--- src/rtl/rx_bit_sync.sv ---
// rx_bit_sync: recovers bit timing from the demodulated stream, hunts the sync word, deframes characters.
// Build macro RXSYNC_NUDGE_EN replaces the hard phase snap on din edges with a +1/-1 cycle DPLL nudge.
module rx_bit_sync #(
    parameter int unsigned         BIT_DIV         = 32,
    parameter int unsigned         CHAR_BITS       = 14,
    parameter int unsigned         SYNC_LEN        = 7,
    parameter logic [SYNC_LEN-1:0] SYNC_WORD       = 7'b1110010,
    parameter int unsigned         CHARS_PER_FRAME = 8,
    parameter int unsigned         LOSS_BITS       = 20
) (
    input  logic                 clkIn,
    input  logic                 reset,
    input  logic                 din,
    output logic                 rec_bit_clk,
    output logic                 bit_strobe,
    output logic                 bit_data,
    output logic [CHAR_BITS-1:0] char_data,
    output logic                 char_valid,
    output logic                 locked,
    output logic                 lock_lost
);

    localparam int unsigned PH_W  = $clog2(BIT_DIV);
    localparam int unsigned HALF  = BIT_DIV / 2;
    localparam int unsigned BC_W  = $clog2(CHAR_BITS);
    localparam int unsigned CC_W  = $clog2(CHARS_PER_FRAME + 1);
    localparam int unsigned SIL_W = $clog2(LOSS_BITS + 1);

    typedef enum logic {HUNT, COLLECT} state_t;

    state_t                state, state_nxt;
    logic                  din_m, din_s, din_s_d;
    logic                  din_edge, strobe_c, sil_hit_c;
    logic [PH_W-1:0]       ph, ph_inc, ph_nxt;
    logic [SIL_W-1:0]      sil, sil_nxt;
    logic [SYNC_LEN-1:0]   hist, hist_nxt, hist_shift;
    logic [CHAR_BITS-1:0]  shreg, shreg_nxt, char_shift, char_data_nxt;
    logic [BC_W-1:0]       bit_cnt, bit_cnt_nxt;
    logic [CC_W-1:0]       char_cnt, char_cnt_nxt;
    logic                  char_valid_nxt, lock_lost_nxt;

    // Two-flop synchroniser plus one extra stage for edge detection
    always_ff @(posedge clkIn or posedge reset) begin
        if (reset) begin
            din_m   <= 1'b0;
            din_s   <= 1'b0;
            din_s_d <= 1'b0;
        end else begin
            din_m   <= din;
            din_s   <= din_m;
            din_s_d <= din_s;
        end
    end

    assign din_edge  = din_s ^ din_s_d;
    assign strobe_c  = (ph == PH_W'(HALF - 1)) && !din_edge;
    assign sil_hit_c = strobe_c && (sil == SIL_W'(LOSS_BITS - 1));
    assign ph_inc    = (ph == PH_W'(BIT_DIV - 1)) ? '0 : ph + PH_W'(1);

    // Phase tracking: the edge cycle counts as phase 0
    always_comb begin
        ph_nxt = ph_inc;
        if (din_edge) begin
`ifdef RXSYNC_NUDGE_EN
            if (ph >= PH_W'(HALF)) begin
                ph_nxt = ph;
            end else if (ph != '0) begin
                ph_nxt = ph + PH_W'(2);
            end
`else
            ph_nxt = PH_W'(1);
`endif
        end
    end

    always_comb begin
        sil_nxt = sil;
        if (din_edge) begin
            sil_nxt = '0;
        end else if (strobe_c && (sil != SIL_W'(LOSS_BITS))) begin
            sil_nxt = sil + SIL_W'(1);
        end
    end

    always_ff @(posedge clkIn or posedge reset) begin
        if (reset) begin
            state <= HUNT;
        end else begin
            state <= state_nxt;
        end
    end

    // Framer: silence abort takes priority over any bit arriving on the same strobe
    always_comb begin
        state_nxt      = state;
        hist_nxt       = hist;
        shreg_nxt      = shreg;
        bit_cnt_nxt    = bit_cnt;
        char_cnt_nxt   = char_cnt;
        char_data_nxt  = char_data;
        char_valid_nxt = 1'b0;
        lock_lost_nxt  = 1'b0;
        hist_shift     = {hist[SYNC_LEN-2:0], din_s};
        char_shift     = {shreg[CHAR_BITS-2:0], din_s};
        case (state)
            HUNT: begin
                if (strobe_c) begin
                    hist_nxt = hist_shift;
                    if (hist_shift == SYNC_WORD) begin
                        state_nxt    = COLLECT;
                        bit_cnt_nxt  = '0;
                        char_cnt_nxt = '0;
                    end
                end
            end
            COLLECT: begin
                if (sil_hit_c) begin
                    state_nxt     = HUNT;
                    hist_nxt      = '0;
                    bit_cnt_nxt   = '0;
                    char_cnt_nxt  = '0;
                    lock_lost_nxt = 1'b1;
                end else if (strobe_c) begin
                    shreg_nxt = char_shift;
                    if (bit_cnt == BC_W'(CHAR_BITS - 1)) begin
                        bit_cnt_nxt    = '0;
                        char_data_nxt  = char_shift;
                        char_valid_nxt = 1'b1;
                        if (char_cnt == CC_W'(CHARS_PER_FRAME - 1)) begin
                            state_nxt    = HUNT;
                            hist_nxt     = '0;
                            char_cnt_nxt = '0;
                        end else begin
                            char_cnt_nxt = char_cnt + CC_W'(1);
                        end
                    end else begin
                        bit_cnt_nxt = bit_cnt + BC_W'(1);
                    end
                end
            end
            default: state_nxt = HUNT;
        endcase
    end

    always_ff @(posedge clkIn or posedge reset) begin
        if (reset) begin
            ph          <= '0;
            sil         <= '0;
            hist        <= '0;
            shreg       <= '0;
            bit_cnt     <= '0;
            char_cnt    <= '0;
            rec_bit_clk <= 1'b0;
            bit_strobe  <= 1'b0;
            bit_data    <= 1'b0;
            char_data   <= '0;
            char_valid  <= 1'b0;
            locked      <= 1'b0;
            lock_lost   <= 1'b0;
        end else begin
            ph          <= ph_nxt;
            sil         <= sil_nxt;
            hist        <= hist_nxt;
            shreg       <= shreg_nxt;
            bit_cnt     <= bit_cnt_nxt;
            char_cnt    <= char_cnt_nxt;
            rec_bit_clk <= (ph_nxt < PH_W'(HALF));
            bit_strobe  <= strobe_c;
            if (strobe_c) begin
                bit_data <= din_s;
            end
            char_data   <= char_data_nxt;
            char_valid  <= char_valid_nxt;
            locked      <= (state_nxt == COLLECT);
            lock_lost   <= lock_lost_nxt;
        end
    end

endmodule

--- config.mk ---
export PLATFORM = sky130hd
export DESIGN_NAME = rx_bit_sync
export DESIGN_NICKNAME = d
export VERILOG_FILES = /design/src/rtl/rx_bit_sync.sv
export SDC_FILE = /design/constraint.sdc
export NUM_CORES = 1
export LEC_CHECK = 0
export CELL_PAD_IN_SITES_DETAIL_PLACEMENT = 1
export CELL_PAD_IN_SITES_GLOBAL_PLACEMENT = 2
export CORE_MARGIN = 10
export CORE_UTILIZATION = 25
export CTS_BUF_LIST = sky130_fd_sc_hd__clkbuf_8
export CTS_CLUSTER_DIAMETER = 100
export DETAILED_ROUTE_END_ITERATION = 12
export PLACE_DENSITY = 0.53
export SLEW_MARGIN = 5
export SYNTH_ARGS = -nofsm -noshare
export SYNTH_HDL_FRONTEND = slang
export SYNTH_SLANG_ARGS = --single-unit
--- constraint.sdc ---
create_clock -name clkIn -period 1.9 [get_ports clkIn]
set_input_delay 0.19 -clock clkIn [delete_from_list [all_inputs] [get_ports clkIn]]
set_output_delay 0.19 -clock clkIn [all_outputs]
set_load 0.03 [all_outputs]
# == Yosys cells after proc, flatten, opt, wreduce, memory -nomap -nowiden ==
# Index checks and enable logic that the tools add are counted.
# classes
order_cmp,1
bitwise,3
reduce_logical,10
eq_ne,12
mux,34
add_sub_neg,4
# ops
operator,count
4-bit two-way mux,9
6-bit two-way mux,5
5-bit two-way mux,4
4-bit case mux with 2 select lines,2
1-bit two-way mux,12
6-bit case mux with 2 select lines,1
4-bit AND reduction,3
"5-bit by 1-bit adder with 5-bit output, second input constant",2
"5-bit == test, second input constant",2
"3-bit by 1-bit != test with 1-bit output, second input constant",3
"4-bit by 1-bit adder with 4-bit output, second input constant",2
"7-bit == test, second input constant",1
3-bit AND reduction,2
"5-bit by 4-bit == test with 1-bit output, second input constant",1
"5-bit < comparator, second input constant",1
"5-bit != test, second input constant",1
"4-bit by 3-bit == test with 1-bit output, second input constant",1
"4-bit == test, second input constant",1
"2-bit != test, second input constant",2
1-bit logical AND,3
1-bit NOT,2
1-bit case mux with 2 select lines,1
2-bit nonzero test,1
1-bit zero test,1
1-bit bitwise XOR,1
# word_totals
register_bits,60

# == Longest topological paths before layout ==
# Gate-level depths: netlist of run 1.
# depth
ltp_word,6
depth_mapped,9
ltp_nobuf,7

# == Least setup slack after synthesis of run 1 ==
# OpenSTA, ideal clock, no wires.
# synth_path
path_type,register to register
from,register ph[0]
to,register hist[0]
setup_time_ns,0.118
t_required_ns,1.782
path_stages_with_launch,10
period_less_slack_ns,1.973
t_arrival_ns,1.855
path_slack_ns,-0.073
path_cell_list,dfrtp_1 ha_1 and3_1 ha_1 clkbuf_2 inv_1 nor2_1 buf_2 nand2_1 a21o_1
# synth_via
elab_chain_len,5
# synth_rtl
element,line_no,rtl
from (decl),34,"logic [PH_W-1:0] ph, ph_inc, ph_nxt;"
from (signal assigned),161,ph <= ph_nxt;
5-bit by 4-bit == test with 1-bit output *,56,assign strobe_c = (ph == PH_W'(HALF - 1)) && !din_edge;
1-bit logical AND *,56,
net strobe_c,33,"logic din_edge, strobe_c, sil_hit_c;"
1-bit logical AND,57,assign sil_hit_c = strobe_c && (sil == SIL_W'(LOSS_BITS - 1));
3-bit by 1-bit != test with 1-bit output (no source line) / 6-bit two-way mux (equally long branches),--,
4-bit AND reduction (no source line) / 6-bit case mux with 2 select lines (equally long branches),--,
to (signal assigned),163,hist <= hist_nxt;
to (decl),36,"logic [SYNC_LEN-1:0] hist, hist_nxt, hist_shift;"
# The timed path passes the listed nets; every way through them passes the cells marked *.
# A chain may end at the register's enable or synchronous reset.

# == Worst setup path in the final report of run 1 ==
# layout_path
from,register ph[0]
to,register sil[1]
# layout_via
elab_chain_len,4
# layout_rtl
element,line_no,rtl
5-bit by 4-bit == test with 1-bit output,56,
1-bit logical AND,56,
1-bit logical AND,80,end else if (strobe_c && (sil != SIL_W'(LOSS_BITS))) begin
2-bit nonzero test (no source line),--,
to (signal assigned),162,sil <= sil_nxt;
to (decl),35,"logic [SIL_W-1:0] sil, sil_nxt;"
# No other way between the ends.

==> results of run 1 <==
worst max-delay path, delay by kind of cell, from the launching register on:
| kind | cells | cell delay, ns |
|---|---|---|
| adder cells (fa/ha/maj) | 2 | 0.36 |
| buffers and inverters | 2 | 0.27 |
| flip-flops | 1 | 0.39 |
| multiplexers | 1 | 0.33 |
| AND/OR/NAND/NOR | 3 | 0.33 |
worst paths after layout:
path                       cells after the start  slack [ns]             from              endpoint
max in group asynchronous                      3        1.44            reset      locked$_DFF_PP0_
setup / recovery                               8        0.11  ph[0]$_DFF_PP0_    sil[1]$_DFFE_PP0P_
setup reg to reg                               8        0.11  ph[0]$_DFF_PP0_    sil[1]$_DFFE_PP0P_
hold / removal                                 3        0.20            reset  char_valid$_DFF_PP0_
hold reg to reg                                0        0.36  din_m$_DFF_PP0_       din_s$_DFF_PP0_
min in group clkIn                             1        0.29              din       din_m$_DFF_PP0_
per-stage QoR:
step | total power (µW) | setup TNS (ns) | utilization (%) | hold WS (ns) | setup WS [ns]
2_1_floorplan | 1399 | 0 | - | 0.2214 | 0.004261
3_3_place_gp | 1459 | -0.03041 | 31.01 | 0.3322 | -0.01805
3_5_place_dp | 1460 | -0.2916 | 31.01 | 0.3417 | -0.09273
4_1_cts | 2660 | 0 | 33.10 | 0.1960 | 0.02466
5_1_grt | 2756 | -0.0004705 | 33.60 | 0.2099 | -0.0004705
6_report | 2609 | 0 | 33.60 | 0.2024 | 0.1070
routing by layer:
metal  routed length, µm  GRT usage [%]  vias up
met2                2653          12.45       16
met4                 103          3.712        0
met5                   0              0        -
met3                 143          2.598        6
li1                    -              -      794
met1                2813          10.58      845
final cells by class:
class                      instances  share of cell area [%]
clock inverter                     7                   2.154
multi-input combinational        118                   32.46
inverter                          11                   1.185
clock buffer                       9                   3.555
timing repair buffer              46                   12.68
tap                              136                   4.883
sequential                        60                   43.09
kinds of logic (layout without fill, tap and decap cells):
group / count (synthesis) / count (layout) / synth area share (%)
mux: 32 / 32 / 14.65
compound gates: 25 / 25 / 6.785
fa+ha+maj: 8 / 8 / 3.744
flops: 60 / 60 / 56.15
buf+inv: 18 / 73 / 3.837
simple gates: 46 / 46 / 12.26
xor+xnor: 7 / 7 / 2.574
sequential cells by signal, summed over array words and instances, names as in the netlist:
| register | cells |
|---|---|
| bit_strobe | 1 |
| char_cnt | 4 |
| din_m | 1 |
| ph | 5 |
| shreg | 13 |
| sil | 5 |
| locked | 1 |
| char_data | 14 |
| bit_cnt | 4 |
| char_valid | 1 |
| hist | 6 |
| din_s_d | 1 |
| din_s | 1 |
| lock_lost | 1 |
| rec_bit_clk | 1 |
| bit_data | 1 |
cell usage in the layout, fill, tap and decap left out, types with 2 or more instances in the layout:
master / count
inv_1: 9
and3_1: 9
nand2b_1: 2
buf_12: 3
mux2_4: 9
a21oi_1: 3
nand4_1: 4
mux2_2: 21
buf_4: 20
clkdlybuf4s50_1: 22
xor2_1: 5
nand3_1: 4
nand2_1: 4
inv_2: 2
ha_4: 2
a21o_1: 6
nor3_1: 2
inv_6: 2
nor4_1: 3
clkbuf_8: 9
nor2_1: 6
clkinvlp_4: 3
o21ai_0: 5
ha_1: 5
o221ai_1: 2
dfrtp_1: 60
o2bb2ai_1: 2
mux2i_1: 2
timing repair:
| item | in CTS | in global routing |
|---|---|---|
| hold buffers | 0 | 0 |
| resized for setup | 4 | 7 |
| setup endpoints to repair | 12 | 9 |
| setup buffers | 0 | 1 |
| pin swaps | 0 | 1 |
power by group:
group / leakage, µW / switching, µW / internal, µW / total, µW
clock: 0.0000923 / 556 / 612 / 1170
combinational: 0.000782 / 64.3 / 63.6 / 128
sequential: 0.000816 / 17.4 / 1300 / 1310
==> impl_metrics.csv, run 1 <==
group,metric,value,unit
status,status,"completed",
detailed_routing,antenna_left,0,
yosys,synthDominantCellAreaShare,56.15,%
cells_and_area,multi_input_area,1131,µm²
timing,worst_pin_slew,0.3929,ns
place,hpwl,3967,µm
worst_setup_path,path_cells,"ha_2, and3_4, ha_4, inv_2, nor2_4, buf_4, nand2_1, mux2_2",
cells_and_area,drive_gt1_share,33.86,%
yosys,ys_async_sr_fraction,100.0,%
place,dpl-instance-area,3216,µm²
timing,slew_violations,0,
flow_run,max-cap-violations,0,
yosys,synthTopCellsByArea,"dfrtp_1, mux2_2, mux2_4",
clock_network,htreeDepth,3,
worst_setup_path,path_class,"flip-flop to flip-flop",
yosys,synth.avg_cell_area,13.64,µm²
worst_setup_path,worstPathMaxFanout,9,
floorplan,core_area,10370,µm²
timing,finalSetupViolCount,0,
cells_and_area,area_growth,30.32,%
cells_and_area,antenna_cells,0,
clock_network,cts_sinks,60,
detailed_routing,finalWirelength,5713,µm
floorplan,dieArea,15230,µm²
cells_and_area,seq_area,1501,µm²
detailed_routing,vias,1661,
worst_setup_path,cpMaxStageDelayCell,"dfrtp_1",
yosys,ys_types,44,
floorplan,core.rowCount,37,
timing,max_freq,557.7,MHz
cells_and_area,fin_area,3485,µm²
clock_network,cts_buffers,9,
yosys,syn-num-nets,207,
floorplan,io_pins,23,
cells_and_area,final_cells,387,
yosys,synthCells,196,
clock_network,cts_buffer_depth,2,
detailed_routing,wl_per_cell,14.76,µm
yosys,synth_commonest_cells,"dfrtp_1, mux2_2, inv_1",
detailed_routing,dr.pass1.iters,3,
yosys,seq_area_frac_synth,56.15,%
cells_and_area,fill_cells,1122,
yosys,synth.most_common_cell,"dfrtp_1",
floorplan,die_w,123.4,µm
place,gp_congestion,0.6969,
cells_and_area,num-nets-final,257,
yosys,ys_warn_count,0,
detailed_routing,vias_per_cell,4.292,
clock_network,cts_tree,"built",
place,io_buffers,22,
yosys,synth_edf_count,0,
worst_setup_path,worstPathArrival,2.02,ns
timing,fin_crit_sh,94.37,%
global_route,overflow,0,
power_and_ir_drop,vdd_ir_drop_max,0.3568,mV
global_route,antenna_found_initial,0,
timing,clock_skew,0.007505,ns
timing,relSlewSlack,73.81,%
floorplan,die_y,123.4,µm
hold_path,min_path_type,"primary input to asynchronous set/reset pin",
power_and_ir_drop,powerDensity,748.7,nW/µm²
detailed_routing,dr.first_iter.drc_count,42,
worst_setup_path,endpoint_kind,"flip-flop",
detailed_routing,drc,0,
global_route,grt_usage,8.248,%
yosys,ys_seq_elements,60,
clock_network,cts-root-buf,"clkbuf_8",
global_route,grt_first_pass_wirelength,9860,µm
yosys,synth_ff_type,"dfrtp_1",
floorplan,start_util,25.78,%
clock_network,path_clk_slew,0.08,ns
timing,finalCriticalPeriod,1.793,ns
place,dp_cells,370,
worst_setup_path,start_kind,"flip-flop",
yosys,netlist_area,2674,µm²
global_route,grt_pass1_vias,1912,
power_and_ir_drop,p_leak,0.001690,µW
worst_setup_path,max_stage_delay,0.39,ns
clock_network,clock_latency,0.34,ns
yosys,synth_area_leader_cell,"dfrtp_1",
worst_setup_path,required,2.12,ns
timing,finalHoldViolations,0,
global_route,grt_max_degree,42,
Note: power is estimated with default switching activity, not from simulation.
==> run 2: changes to the inputs <==
Settings changed: SLEW_MARGIN 5 to unset.
==> results of run 2 <==
Same layout as run 1: the final DEF is identical, and so are final timing and power.
==> run 3: changes to the inputs <==
Settings changed: CAP_MARGIN set to 5.
==> results of run 3 <==
Same layout as run 1: the final DEF is identical, and so are final timing and power.
==> RTL change: new RTL, settings of run 1 <==
Change the parameter `CHAR_BITS` from 14 to 28.
--- a/src/rtl/rx_bit_sync.sv
+++ b/src/rtl/rx_bit_sync.sv
@@ -2,7 +2,7 @@
 // Build macro RXSYNC_NUDGE_EN replaces the hard phase snap on din edges with a +1/-1 cycle DPLL nudge.
 module rx_bit_sync #(
     parameter int unsigned         BIT_DIV         = 32,
-    parameter int unsigned         CHAR_BITS       = 14,
+    parameter int unsigned         CHAR_BITS       = 28,
     parameter int unsigned         SYNC_LEN        = 7,
     parameter logic [SYNC_LEN-1:0] SYNC_WORD       = 7'b1110010,
     parameter int unsigned         CHARS_PER_FRAME = 8,
Ports: changed (resized char_data); port bits go from 23 to 37. The function was not compared with the original's and may differ.
==> RTL change against run 1 <==
The flow now finishes with violations (setup timing). Cell area increased by 47%. Sequential cell count is 29 higher. Largest power group unchanged. Maximum frequency fell by 9.5%. Global-route usage is 0.93 points higher. Sequential share of layout area rose by 0.31 points. Sequential power rose by 47%. Utilization grew 2.0 points. Highest routed layer unchanged. Critical path depth unchanged. Non-clock buffer count rose by 33. Total power grew 37%. Wire length is 56% higher. Synthesized area is 37% higher. Setup slack got worse by 0.19 ns.
==> RTL change: results (changes against run 1) <==
status complete, but fails checks; failing checks setup timing; fin cells 533 (+38%); grt met1 use 10.63% (+0.054 points); pin count of the biggest net entering global routing 28 (-33%); GPL Wtd Cong 0.7043 (+1.1%); global-route wire length before repair 14.47 mm (+47%); Final nets 354 (+38%); Placement Setup Slack -0.04512 ns (+0.04761 ns); Avg WL per Cell 16.68 um (+13%); met2 Track Usage GR 14.48% (+2.0 points); sequential area share after synthesis 60.96% (+4.8 points); Pleak 2.456 nW (+45%); post-synthesis net count 273 (+32%); GRT Total Usage 9.173% (+0.93 points); worst-path fanout max 12 (+3); Arr. time, crit path 2.25 ns (+0.23 ns); Worst Clk Skew 0.01156 ns (+0.004053 ns); Slew HR 61.58% (-12 points); Setup WS post-layout -0.08058 ns (-0.1876 ns); clk_lat worst skew 0.38 ns (+0.04 ns); Via Count 2348 (+41%); post-synthesis cell type count 39 (-11%); placed inst area 0.004594 mm2 (+43%); Syn Inst Count 263 (+34%); number of global-route vias before repair 2700 (+41%); delay-heaviest family, CP simple AND/OR/NAND/NOR gates; iteration-0 DRC count of the detailed router 72 (+71%); Final setup viols 34 (+34); met3 Track Usage GR 3.258% (+0.66 points); drt pass-1 iters 4 (+1); fillers 1539 (+37%); CP max stage delay 0.37 ns (-0.02 ns); largest registers char_data x28, shreg x27, hist x6; Post-DP HPWL 5.807 mm (+46%)
## RTL change: kinds of logic after synthesis
group                    after synthesis  share of synthesized area, %
multiplexers                          57                         17.53
AO/OA/AOI/OAI                         29                         5.959
XOR/XNOR                               8                         2.123
AND/OR/NAND/NOR                       53                         8.527
flip-flops                            89                         60.96
adder cells (fa/ha/maj)                7                         2.397
buffers and inverters                 20                         2.500
## RTL change: path summary, 6_finish.rpt
kind | startpoint | end | slack (ns) | cells past startpoint
worst max-delay path | ph[0] | char_data[2] | -0.08 | 8
worst min-delay path | reset | shreg[0] | 0.23 | 2
worst max register to register | ph[0] | char_data[2] | -0.08 | 8
worst min register to register | din_m | din_s | 0.38 | 0
max in group asynchronous | reset | shreg[18] | 1.15 | 3
min in group clkIn | din | din_m | 0.25 | 1
## RTL change: what timing repair did
| item | in CTS | in global routing |
|---|---|---|
| resized for setup | 11 | 34 |
| pin swaps | 2 | 6 |
| setup endpoints to repair | 60 | 62 |
| buffers inserted | 2 | 4 |
| cloned | 0 | 3 |
## RTL change: cell type report
class                   count  area [um2]  area share, %
flip-flops and latches     89        2228          43.40
clock inverters             6       90.09          1.754
well taps                 184       230.2          4.483
multi-input cells         154        1550          30.19
inverters                  11       45.04         0.8772
repair buffers             79       853.3          16.62
clock buffers              10       137.6          2.680
## RTL change: power groups by stage
stage	clock network, W	logic (W)	registers (W)
final	0.00149	0.000145	0.00193
after global routing	0.00165	0.000167	0.00193
after CTS	0.00157	0.000140	0.00193
after detailed placement	0	0.000138	0.00197
after global placement	0	0.000135	0.00197
after floorplan	0	0.0000724	0.00196
## RTL change: through the flow
step	setup TNS, ns	total power (W)
4_1_cts	-1.829	0.003642
2_1_floorplan	-1.904	0.002036
5_1_grt	-7.219	0.003756
3_3_place_gp	-0.4371	0.002101
3_5_place_dp	-1.197	0.002104
6_report	-1.616	0.003567
## RTL change: worst reg2reg max path: stages, from the launching register on
cell	delay, ns
dfrtp_1	0.37
ha_2	0.18
and3_4	0.20
ha_4	0.14
nand4_1	0.19
nor2_4	0.17
buf_12	0.14
buf_12	0.16
mux2_4	0.32
## RTL change: routing by layer
layer / up-vias / part of all wire, % / routed length, um
li1: 1095 / - / -
met1: 1211 / 45 / 4041
met2: 31 / 48 / 4261
met3: 11 / 4.4 / 392
met4: 0 / 2.2 / 197
met5: - / 0 / 0
